### config.mk
export PLATFORM = sky130hd
export DESIGN_NAME = seq_detect_param_flat
export DESIGN_NICKNAME = d
export VERILOG_FILES = /design/src/rtl/seq_detect_param_if.sv /design/src/rtl/seq_detect_param.sv /design/src/flat_wrapper.sv
export SDC_FILE = /design/constraint.sdc
export NUM_CORES = 1
export LEC_CHECK = 0
export ABC_CLOCK_PERIOD_IN_PS = 5970
export CAP_MARGIN = 20
export CORE_MARGIN = 10
export CORE_UTILIZATION = 30
export CTS_BUF_LIST = sky130_fd_sc_hd__clkbuf_8 sky130_fd_sc_hd__clkbuf_16
export CTS_CLUSTER_SIZE = 25
export DETAILED_ROUTE_END_ITERATION = 8
export SKIP_CTS_REPAIR_TIMING = 1
export SYNTH_ARGS = -nofsm -noshare
export SYNTH_HDL_FRONTEND = slang
export SYNTH_SLANG_ARGS = --single-unit
### constraint.sdc
create_clock -name clk -period 5.97 [get_ports clk]
set_input_delay 1.194 -clock clk [delete_from_list [all_inputs] [get_ports clk]]
set_output_delay 1.194 -clock clk [all_outputs]
set_load 0.05 [all_outputs]
### src/rtl/seq_detect_param_if.sv
// Serial stream, configuration and status bundle for seq_detect_param.
// master = stream/config source, slave = detector.
interface seq_detect_param_if #(
    parameter int MAX_LEN = 8,
    parameter int LEN_W   = 4,
    parameter int CNT_W   = 8
);
    logic               cfg_load;
    logic [MAX_LEN-1:0] cfg_pattern;
    logic [LEN_W-1:0]   cfg_len;
    logic               cfg_overlap;
    logic               in_valid;
    logic               in;
    logic               cnt_clr;
    logic               out;
    logic [CNT_W-1:0]   match_cnt;

    modport master (
        output cfg_load, cfg_pattern, cfg_len, cfg_overlap, in_valid, in, cnt_clr,
        input  out, match_cnt
    );

    modport slave (
        input  cfg_load, cfg_pattern, cfg_len, cfg_overlap, in_valid, in, cnt_clr,
        output out, match_cnt
    );
endinterface

### src/rtl/seq_detect_param.sv
// Runtime-programmable serial pattern detector with overlap control,
// Mealy/Moore output selection and a saturating match counter.
module seq_detect_param #(
    parameter int                 MAX_LEN     = 8,
    parameter int                 LEN_W       = 4,
    parameter int                 CNT_W       = 8,
    parameter int                 MOORE       = 0,
    parameter logic [MAX_LEN-1:0] DEF_PATTERN = 8'b0000_0101,
    parameter int                 DEF_LEN     = 3,
    parameter int                 DEF_OVERLAP = 1
) (
    input  logic              clk,
    input  logic              rst,
    seq_detect_param_if.slave bus
);
    localparam logic [LEN_W-1:0] MAX_LEN_L = LEN_W'(MAX_LEN);
    localparam logic [LEN_W-1:0] DEF_LEN_L = LEN_W'(DEF_LEN);

    function automatic logic [LEN_W-1:0] clamp_len(input logic [LEN_W-1:0] l);
        return (l > MAX_LEN_L) ? MAX_LEN_L : l;
    endfunction

    function automatic logic [CNT_W-1:0] sat_inc(input logic [CNT_W-1:0] v);
        return (&v) ? v : v + 1'b1;
    endfunction

    logic [MAX_LEN-1:0] r_pat;
    logic [LEN_W-1:0]   r_len;
    logic               r_ovl;
    logic [MAX_LEN-2:0] r_hist_p0;
    logic [LEN_W-1:0]   r_fill_p0;
    logic               r_out_p1;
    logic [CNT_W-1:0]   r_cnt;

    logic [MAX_LEN-1:0] w_shift;
    logic [MAX_LEN-1:0] w_mask;
    logic               w_fill_ok;
    logic               w_match;
    logic               w_hit;
    logic               w_cnt_evt;
    logic [LEN_W-1:0]   w_fill_next;

    // Window includes the bit arriving this cycle, so a Mealy hit is same-cycle.
    assign w_shift = {r_hist_p0, bus.in};

    always_comb begin
        w_mask = '0;
        for (int i = 0; i < MAX_LEN; i++) begin
            w_mask[i] = (i < int'(r_len));
        end
    end

    assign w_fill_ok   = ({1'b0, r_fill_p0} + (LEN_W+1)'(1)) >= {1'b0, r_len};
    assign w_match     = ((w_shift ^ r_pat) & w_mask) == '0;
    assign w_hit       = bus.in_valid && !bus.cfg_load && (r_len != '0) && w_fill_ok && w_match;
    assign w_fill_next = (r_fill_p0 == MAX_LEN_L) ? r_fill_p0 : r_fill_p0 + 1'b1;
    assign w_cnt_evt   = (MOORE != 0) ? r_out_p1 : w_hit;

    always_ff @(posedge clk) begin
        if (rst) begin
            r_pat     <= DEF_PATTERN;
            r_len     <= DEF_LEN_L;
            r_ovl     <= (DEF_OVERLAP != 0);
            r_hist_p0 <= '0;
            r_fill_p0 <= '0;
            r_out_p1  <= 1'b0;
            r_cnt     <= '0;
        end else begin
            if (bus.cfg_load) begin
                r_pat     <= bus.cfg_pattern;
                r_len     <= clamp_len(bus.cfg_len);
                r_ovl     <= bus.cfg_overlap;
                r_hist_p0 <= '0;
                r_fill_p0 <= '0;
            end else if (bus.in_valid) begin
                r_hist_p0 <= w_shift[MAX_LEN-2:0];
                // Non-overlap mode forgets the consumed bits by emptying the fill level.
                r_fill_p0 <= (w_hit && !r_ovl) ? '0 : w_fill_next;
            end
            // ---- stage p1: registered match for the Moore variant ----
            r_out_p1 <= w_hit;
            if (bus.cnt_clr) begin
                r_cnt <= '0;
            end else if (w_cnt_evt) begin
                r_cnt <= sat_inc(r_cnt);
            end
        end
    end

    assign bus.out       = (MOORE != 0) ? r_out_p1 : w_hit;
    assign bus.match_cnt = r_cnt;
endmodule
### src/flat_wrapper.sv
// flat-port wrapper written by rule: the top's interface ports become plain ports
module seq_detect_param_flat 
#(
    parameter int                 MAX_LEN     = 8,
    parameter int                 LEN_W       = 4,
    parameter int                 CNT_W       = 8,
    parameter int                 MOORE       = 0,
    parameter logic [MAX_LEN-1:0] DEF_PATTERN = 8'b0000_0101,
    parameter int                 DEF_LEN     = 3,
    parameter int                 DEF_OVERLAP = 1
)
  (clk, rst, bus_cfg_load, bus_cfg_pattern, bus_cfg_len, bus_cfg_overlap, bus_in_valid, bus_in, bus_cnt_clr, bus_out, bus_match_cnt);
  seq_detect_param_if #(.MAX_LEN(MAX_LEN), .LEN_W(LEN_W), .CNT_W(CNT_W)) bus_i ();
  input  logic clk;
  input  logic rst;
  input wire logic [$bits(bus_i.cfg_load)-1:0] bus_cfg_load;
  input wire logic [$bits(bus_i.cfg_pattern)-1:0] bus_cfg_pattern;
  input wire logic [$bits(bus_i.cfg_len)-1:0] bus_cfg_len;
  input wire logic [$bits(bus_i.cfg_overlap)-1:0] bus_cfg_overlap;
  input wire logic [$bits(bus_i.in_valid)-1:0] bus_in_valid;
  input wire logic [$bits(bus_i.in)-1:0] bus_in;
  input wire logic [$bits(bus_i.cnt_clr)-1:0] bus_cnt_clr;
  output wire logic [$bits(bus_i.out)-1:0] bus_out;
  output wire logic [$bits(bus_i.match_cnt)-1:0] bus_match_cnt;
  assign bus_i.cfg_load = bus_cfg_load;
  assign bus_i.cfg_pattern = bus_cfg_pattern;
  assign bus_i.cfg_len = bus_cfg_len;
  assign bus_i.cfg_overlap = bus_cfg_overlap;
  assign bus_i.in_valid = bus_in_valid;
  assign bus_i.in = bus_in;
  assign bus_i.cnt_clr = bus_cnt_clr;
  assign bus_out = bus_i.out;
  assign bus_match_cnt = bus_i.match_cnt;
  seq_detect_param #(.MAX_LEN(MAX_LEN), .LEN_W(LEN_W), .CNT_W(CNT_W), .MOORE(MOORE), .DEF_PATTERN(DEF_PATTERN), .DEF_LEN(DEF_LEN), .DEF_OVERLAP(DEF_OVERLAP)) u_core (.clk(clk), .rst(rst), .bus(bus_i));
endmodule
==> metrics.csv, run 1 <==
metric,value,unit
areaGrowthSynthToFinish,25.2,%
gr-total-overflow,0,
synth_edf_count,0,
grtUsageTotal,0.0886,
coreArea,0.00514,mm2
rsz0062_at_grt,false,
drt.antenna.violating_nets,0,
antenna_found_initial,0,
io_pins,28,
clkLatencyLatePin,0.28,ns
hp-start,u_core.bus.match_cnt[5]$_SDFFE_PP0P_,
synth-seq-cells,32,
slew_violations,0,
hold_path.class,register to register,
synth.top_cells.by_count,"dfxtp_1, nor2_1, mux2i_1, inv_1, xnor2_1",
seq_area_frac_synth,0.399,
fp.dieH,93.1,um
grtUsageMet2,0.143,
wl_per_cell,13.1,um
viasPerCell,4.79,
vdd_ir_drop_max,145,uV
std_cell_rows,26,
worstPathRequired,4.78,ns
die_x,93.1,um
port_buffers,27,
firstDrtPassIters,4,
min_period,4.82,ns
syn-cell-area,0.00160,mm2
maxCapViolCount,0,
cts_made_buffers,5,
p_per_area,213,mW/mm2
busiest_layer,met2,
vias,1308,
synthDominantCellAreaShare,0.399,
worstSetupPathType,input port to output port,
initial_core_util,0.312,
clockRootBuffer,clkbuf_8,
clock-sinks,32,
endpoint_kind,output port,
htree_levels,2,
grt_pass1_wl,6270,um
post-route-util,0.391,
drc,0,
wl,3590,um
synthArstFlopShare,0,
tightestPinTransition,0.664,ns
yosys.area.top_type,dfxtp_1,
fin_skew,0.00724,ns
grt_pass1_vias,1354,
syn_avg_cell_area,9.17,um2
crit_path_start_kind,input port,
fillers,545,
pre_cts_ws,1.11,ns
fin_ws,1.15,ns
crit_fanout,16,
worstPathArrival,3.63,ns
synth_ff_type,dfxtp_1,
regArea,641,um2
clockBufferDepth,2,
multi_input_area,880,um2
use_met3,0.0240,
synth_area_leaders,"dfxtp_1, mux2i_1, ha_1",
r2r_start,u_core.r_fill_p0[0]$_SDFFE_PP0P_,
final_nets,229,
crit_start,bus_cfg_load,
setup_viol,0,
gp_congestion,0.757,
place_inst,266,
synth.most_common_cell,dfxtp_1,
slew_headroom,0.556,
dp.final_hpwl,2750,um
num_antenna_cells,0,
grt_start_max_net_pins,20,
fmax,208,MHz
yosysWarnings,0,
hold_viol,0,
clk_pin_slew_worst_paths,0.06,ns
fin_tns_setup,0,ns
final_cell_count_no_fill,273,
yosysUniqueCellTypes,42,
drive_gt1_frac,0.0640,
synth_cells,175,
grtUsageMet1,0.107,
layout_worst_path_cycle_share,0.807,
syn-num-nets,201,
die_area,0.00867,mm2
outcome,completed,
first_iter_violations,70,
power.leakage,0.763,nW
tritoncts,built,
## where the power goes
| part | switching, mW | internal, mW |
|---|---|---|
| logic | 0.0215 | 0.0277 |
| registers | 0.00721 | 0.220 |
| clock network | 0.0738 | 0.0773 |
## state kept, by name, summed over array words and instances (netlist names)
name / count
u_core.r_hist_p0: 7
u_core.r_ovl: 1
u_core.r_fill_p0: 4
u_core.bus.match_cnt: 8
u_core.r_pat: 8
u_core.r_len: 4
## final timing paths
check / endpoint / slack (ns) / cells past startpoint
worst max-delay path: bus_out / 1.15 / 8
worst min register to register: u_core.bus.match_cnt[5]$_SDFFE_PP0P_ / 0.49 / 2
worst min-delay path: u_core.bus.match_cnt[5]$_SDFFE_PP0P_ / 0.49 / 2
worst max register to register: u_core.bus.match_cnt[3]$_SDFFE_PP0P_ / 3.47 / 8
## stage by stage
stage | cell area (um2) | hold WS [ns] | power (mW)
final | 2010 | 0.488 | 0.427
after global routing | 2010 | 0.522 | 0.450
after CTS | 2010 | 0.496 | 0.433
after detailed placement | 1930 | 0.488 | 0.282
after global placement | 1930 | 0.479 | 0.281
after floorplan | 1600 | 0.481 | 0.262
## worst max-delay path, stage by stage
cell	delay [ns]
clkdlybuf4s50_1	0.39
buf_4	0.20
inv_1	0.15
o2111ai_1	0.15
nor3_2	0.19
nand3_1	0.31
inv_1	0.20
clkdlybuf4s50_1	0.83
## layer usage
layer / share of wire / wire [um] / vias up
met4: 0.016 / 56 / 0
met2: 0.45 / 1620 / 28
met5: 0 / 0 / -
li1: - / - / 682
met1: 0.50 / 1800 / 593
met3: 0.033 / 118 / 5
## cells in the final DEF, fill, tap and decap left out, types with 5 or more instances in the layout
master and count:
clkbuf_8 5, inv_1 11, nand2_1 7, nand3_1 7, mux2i_1 18, clkdlybuf4s50_1 27
ha_1 7, o21ai_0 5, xnor2_1 8, nor2_1 23, dfxtp_1 32, nor3_1 5
## kinds of logic after synthesis
kind of cell | Yosys count | synth area share
muxes | 18 | 0.112
xor gates and xnor gates | 10 | 0.0546
and+or+nand+nor | 58 | 0.176
adders and majority gates | 7 | 0.0546
buffers and inverters | 18 | 0.0523
DFF | 32 | 0.399
AOI/OAI and AO/OA | 32 | 0.151
## cell type report
| type | count | share of cell area |
|---|---|---|
| tap | 70 | 0.0436 |
| multi-input combinational | 125 | 0.438 |
| inverter | 10 | 0.0187 |
| sequential | 32 | 0.319 |
| timing repair buffer | 29 | 0.142 |
| clock inverter | 2 | 0.00436 |
| clock buffer | 5 | 0.0343 |
Note: power is estimated with default switching activity, not from simulation.
==> inputs of run 2 (changes only) <==
Settings changed: ABC_CLOCK_PERIOD_IN_PS 5970 to 4900.
Clock period 5.97 ns to 4.9 ns, I/O delays scaled along.
==> run 2 against run 1 <==
Utilization up 0.19 points. Power is 25% higher. Via count is 0.46% higher. First-iteration DRC count grew 30%. Critical endpoint unchanged. Cell count up 0.37%. Largest cell class unchanged. Register-to-register slack lost 1.0 ns. Worst hold slack improved by 0.0054 ns.
==> metrics.csv, run 2 (synthesis results as in run 1) <==
metric,value,unit,change
areaGrowthSynthToFinish,25.8,%,was 25.2%
die_area,0.00867,mm2,unchanged
fmax,265,MHz,
port_buffers,27,,unchanged
slew_headroom,0.575,,was 0.556
path_depth,8,,unchanged
htree_levels,2,,unchanged
crit_fanout,16,,unchanged
firstDrtPassIters,5,,was 4
crit_path_start_kind,input port,,unchanged
gr-total-overflow,0,,unchanged
p_per_area,266,mW/mm2,was 213 mW/mm2
post-route-util,0.393,,was 0.391
grtUsageTotal,0.0829,,was 0.0886
wl,3520,um,was 3590 um
wl_per_cell,12.8,um,was 13.1 um
hold_viol,0,,unchanged
layout_commonest_cell,dfxtp_1,,unchanged
path_delay_family,buffers and inverters,,unchanged
grt_start_max_net_pins,20,,unchanged
clock-sinks,32,,unchanged
grt_pass1_wl,5820,um,was 6270 um
cts_made_buffers,5,,unchanged
path_cells,"clkdlybuf4s50_1, buf_4, inv_1, o2111ai_1, nor3_2, nand3_1, inv_1, buf_4",,"was clkdlybuf4s50_1, buf_4, inv_1, o2111ai_1, nor3_2, nand3_1, inv_1, clkdlybuf4s50_1"
viasPerCell,4.80,,was 4.79
worstPathArrival,2.79,ns,was 3.63 ns
drc,0,,unchanged
clockRootBuffer,clkbuf_8,,unchanged
clockBufferDepth,2,,unchanged
ff2ff_path_depth,8,,unchanged
io_pins,28,,unchanged
coreArea,0.00514,mm2,unchanged
gp_congestion,0.808,,was 0.757
outcome,completed,,unchanged
drt.antenna.violating_nets,0,,unchanged
std_cell_rows,26,,unchanged
tritoncts,built,,unchanged
rsz0062_at_grt,false,,unchanged
vias,1314,,was 1308
setup_viol,0,,unchanged
antenna_found_initial,0,,unchanged
fin_tns_setup,0,ns,unchanged
endpoint_kind,output port,,unchanged
slew_violations,0,,unchanged
drive_gt1_frac,0.0686,,was 0.0640
vdd_ir_drop_max,160,uV,was 145 uV
layout_worst_path_cycle_share,0.769,,
maxCapViolCount,0,,unchanged
die_x,93.1,um,unchanged
power.leakage,0.774,nW,was 0.763 nW
fin_skew,0.00699,ns,was 0.00724 ns
cpPeakStageDelay,0.39,ns,was 0.83 ns
slowest_stage,clkdlybuf4s50_1,,unchanged
worstPathRequired,3.92,ns,was 4.78 ns
initial_core_util,0.312,,unchanged
tightestPinTransition,0.636,ns,was 0.664 ns
hold_path.class,register to register,,unchanged
dp.final_hpwl,2690,um,was 2750 um
mostFrequentLayoutCells,"dfxtp_1, clkdlybuf4s50_1, nor2_1",,unchanged
cp.buffers_inverters,5,,unchanged
final_nets,229,,unchanged
worstSetupPathType,input port to output port,,unchanged
clkLatencyLatePin,0.28,ns,about the same
clk_pin_slew_worst_paths,0.06,ns,about the same
min_period,3.77,ns,
grt_pass1_vias,1194,,was 1354
first_iter_violations,91,,was 70
fp.dieH,93.1,um,unchanged
hold_depth,2,,unchanged
num_antenna_cells,0,,unchanged
-- run 2: cell types whose count changed in the layout (fill, tap and decap cells not counted) --
cell             previous run  this run
clkdlybuf4s50_1            27        26
clkinv_2                    1         0
buf_4                       2         3
inv_1                      11        12
clkbuf_8                    5         6
-- run 2: area by class of cell --
cell class                 count  area [um2]
multi-input combinational    125         880
fill                         541        3120
timing repair buffer          29         283
clock buffer                   6        82.6
tap                           70        87.6
clock inverter                 2        7.51
inverter                      10        37.5
sequential                    32         641
-- run 2: final timing paths --
| kind | startpoint | to | slack, ns |
|---|---|---|---|
| max | bus_cfg_load | bus_out | 1.13 |
| min | u_core.bus.match_cnt[5]$_SDFFE_PP0P_ | u_core.bus.match_cnt[5]$_SDFFE_PP0P_ | 0.49 |
| max reg2reg | u_core.r_fill_p0[0]$_SDFFE_PP0P_ | u_core.bus.match_cnt[3]$_SDFFE_PP0P_ | 2.46 |
| min reg2reg | u_core.bus.match_cnt[5]$_SDFFE_PP0P_ | u_core.bus.match_cnt[5]$_SDFFE_PP0P_ | 0.49 |
-- run 2: routing by layer --
metal,global-route usage,vias up,part of all wire
met1,0.107,594,0.50
met5,0,-,0
li1,-,688,-
met2,0.124,28,0.45
met4,0.0386,0,0.014
met3,0.0232,4,0.033
-- run 2: power breakdown --
part | switching (mW) | internal, mW | leakage, nW | total, mW
Combinational | 0.0262 | 0.0336 | 0.459 | 0.0598
Sequential | 0.00884 | 0.268 | 0.261 | 0.277
Clock | 0.0893 | 0.110 | 0.0538 | 0.199
-- run 2: metrics by stage --
step / instance area (um2) / hold WS, ns / power, mW / std cells / worst slack [ns]
final: 2020 / 0.493 / 0.536 / 274 / 1.13
after global placement: 1930 / 0.480 / 0.343 / 266 / 1.16
after detailed placement: 1930 / 0.490 / 0.343 / 266 / 1.12
after global routing: 2020 / 0.522 / 0.565 / 274 / 0.927
after floorplan: 1600 / 0.481 / 0.319 / 175 / 1.94
after CTS: 2020 / 0.499 / 0.545 / 274 / 1.13
-- run 2: worst register-to-register path, cell delays in order, from the launching register on --
cell,delay [ns]
dfxtp_1,0.40
inv_1,0.09
ha_1,0.31
ha_1,0.28
a211oi_1,0.06
o21ai_0,0.18
nand3_1,0.31
or4_1,0.58
a21boi_0,0.16
==> inputs of run 3 (changes only) <==
Settings changed: ABC_CLOCK_PERIOD_IN_PS 4900 to 3500.
Clock period 4.9 ns to 3.5 ns, I/O delays scaled along.
==> run 3 against run 2 <==
Sequential power up 40%. Critical path depth unchanged. Routed wire length up 3.8%. Final area grew 2.4%.
==> metrics.csv, run 3 (synthesis results as in run 1) <==
metric,value,unit,change
layout_worst_path_cycle_share,0.803,,
tritoncts,built,,unchanged
place_area,0.00196,mm2,was 0.00193 mm2
vdd_ir_drop_max,258,uV,was 160 uV
worstPathRequired,2.80,ns,was 3.92 ns
worstSetupPathType,register to output port,,was input port to output port
dp.final_hpwl,2790,um,was 2690 um
p_per_area,398,mW/mm2,was 266 mW/mm2
grtUsageTotal,0.0876,,was 0.0829
r2r_start,u_core.r_fill_p0[0]$_SDFFE_PP0P_,,unchanged
hold_depth,2,,unchanged
outcome,completed,,unchanged
port_buffers,27,,unchanged
clockRootBuffer,clkbuf_8,,unchanged
fillers,544,,was 541
htree_levels,2,,unchanged
worstPathArrival,2.11,ns,was 2.79 ns
power.leakage,0.786,nW,was 0.774 nW
fmax,356,MHz,
power.total,0.823,mW,was 0.536 mW
fin_area,0.00207,mm2,was 0.00202 mm2
multi_input_area,880,um2,unchanged
die_x,93.1,um,unchanged
path_cells,"inv_1, ha_1, ha_1, a211oi_1, o21ai_0, nand3_1, inv_1, buf_12",,"was clkdlybuf4s50_1, buf_4, inv_1, o2111ai_1, nor3_2, nand3_1, inv_1, buf_4"
slew_headroom,0.620,,was 0.575
die_area,0.00867,mm2,unchanged
min_period,2.81,ns,
firstDrtPassIters,4,,was 5
regArea,641,um2,unchanged
crit_path_start_kind,register,,was input port
tightestPinTransition,0.568,ns,was 0.636 ns
setup_viol,0,,unchanged
fp.dieH,93.1,um,unchanged
first_iter_violations,70,,was 91
std_cell_rows,26,,unchanged
gr-total-overflow,0,,unchanged
maxCapViolCount,0,,unchanged
grt_pass1_wl,6270,um,was 5820 um
drt.antenna.violating_nets,0,,unchanged
io_pins,28,,unchanged
initial_core_util,0.312,,unchanged
mostFrequentLayoutCells,"dfxtp_1, clkdlybuf4s50_1, nor2_1",,unchanged
drc,0,,unchanged
layout_commonest_cell,dfxtp_1,,unchanged
final_nets,231,,was 229
clock-sinks,32,,unchanged
fin_skew,0.00426,ns,was 0.00699 ns
hp-start,u_core.bus.match_cnt[5]$_SDFFE_PP0P_,,unchanged
gp_congestion,0.766,,was 0.808
coreArea,0.00514,mm2,unchanged
cts_made_buffers,5,,unchanged
crit_fanout,4,,was 16
viasPerCell,4.82,,was 4.80
drive_gt1_frac,0.0874,,was 0.0686
clockBufferDepth,2,,unchanged
worstReg2RegEnd,u_core.bus.match_cnt[3]$_SDFFE_PP0P_,,unchanged
ff2ff_path_depth,9,,was 8
vias,1330,,was 1314
slowest_stage,dfxtp_1,,was clkdlybuf4s50_1
fin_tns_setup,0,ns,unchanged
rsz0062_at_grt,false,,unchanged
endpoint_kind,output port,,unchanged
antenna_found_initial,0,,unchanged
num_antenna_cells,0,,unchanged
clkLatencyLatePin,0.28,ns,about the same
rrSetupSlack,1.08,ns,was 2.46 ns
grt_pass1_vias,1303,,was 1194
hold_viol,0,,unchanged
grt_start_max_net_pins,20,,unchanged
clk_pin_slew_worst_paths,0.07,ns,was 0.06 ns
slew_violations,0,,unchanged
areaGrowthSynthToFinish,28.9,%,was 25.8%
cpPeakStageDelay,0.39,ns,about the same
wl,3650,um,was 3520 um
holdPathEnd,u_core.bus.match_cnt[5]$_SDFFE_PP0P_,,unchanged
hold_path.class,register to register,,unchanged
wl_per_cell,13.2,um,was 12.8 um
path_delay_family,adder cells,,was buffers and inverters
cp.buffers_inverters,3,,was 5
-- run 3: final cells by class --
type,count,share of cell area
Clock buffer,5,0.0333
Clock inverter,3,0.0206
Timing Repair Buffer,31,0.150
Inverter,10,0.0182
Sequential cell,32,0.310
Multi-Input combinational cell,125,0.426
Tap cell,70,0.0424
-- run 3: power breakdown --
part           internal (mW)  total, mW  switching, mW
sequential             0.375      0.387         0.0123
clock                  0.210      0.348          0.138
combinational         0.0487     0.0872         0.0385
-- run 3: routing by layer --
metal,part of all wire,track usage,up-vias
met3,0.028,0.0216,2
met5,0,0,-
li1,-,-,688
met1,0.51,0.113,614
met2,0.46,0.137,26
met4,0.0099,0.0334,0
-- run 3: tightest hold or removal path, delay by kind of cell (launching register included) --
family | cells | cell delay (ns)
flops | 1 | 0.33
mux | 1 | 0.05
simple gates | 1 | 0.06
-- run 3: how the worst max path moves through the flow --
stage	startpoint	endpoint	slack, ns	depth (start not counted)
after floorplan	u_core.r_fill_p0[0]$_SDFFE_PP0P_	bus_out	1.02	8
after global placement	bus_in	bus_out	0.68	7
after detailed placement	bus_in	bus_out	0.68	7
after CTS	u_core.r_fill_p0[0]$_SDFFE_PP0P_	bus_out	0.63	8
after global routing	u_core.r_fill_p0[0]$_SDFFE_PP0P_	bus_out	0.51	8
final	u_core.r_fill_p0[0]$_SDFFE_PP0P_	bus_out	0.69	8
-- run 3: per-stage QoR --
step / std cells / setup slack [ns] / hold slack (ns) / utilization
6_report: 276 / 0.689 / 0.485 / 0.402
5_1_grt: 276 / 0.509 / 0.538 / 0.402
4_1_cts: 276 / 0.631 / 0.495 / 0.402
3_5_place_dp: 268 / 0.678 / 0.485 / 0.380
3_3_place_gp: 268 / 0.682 / 0.472 / 0.380
2_1_floorplan: 175 / 1.02 / 0.481 / -
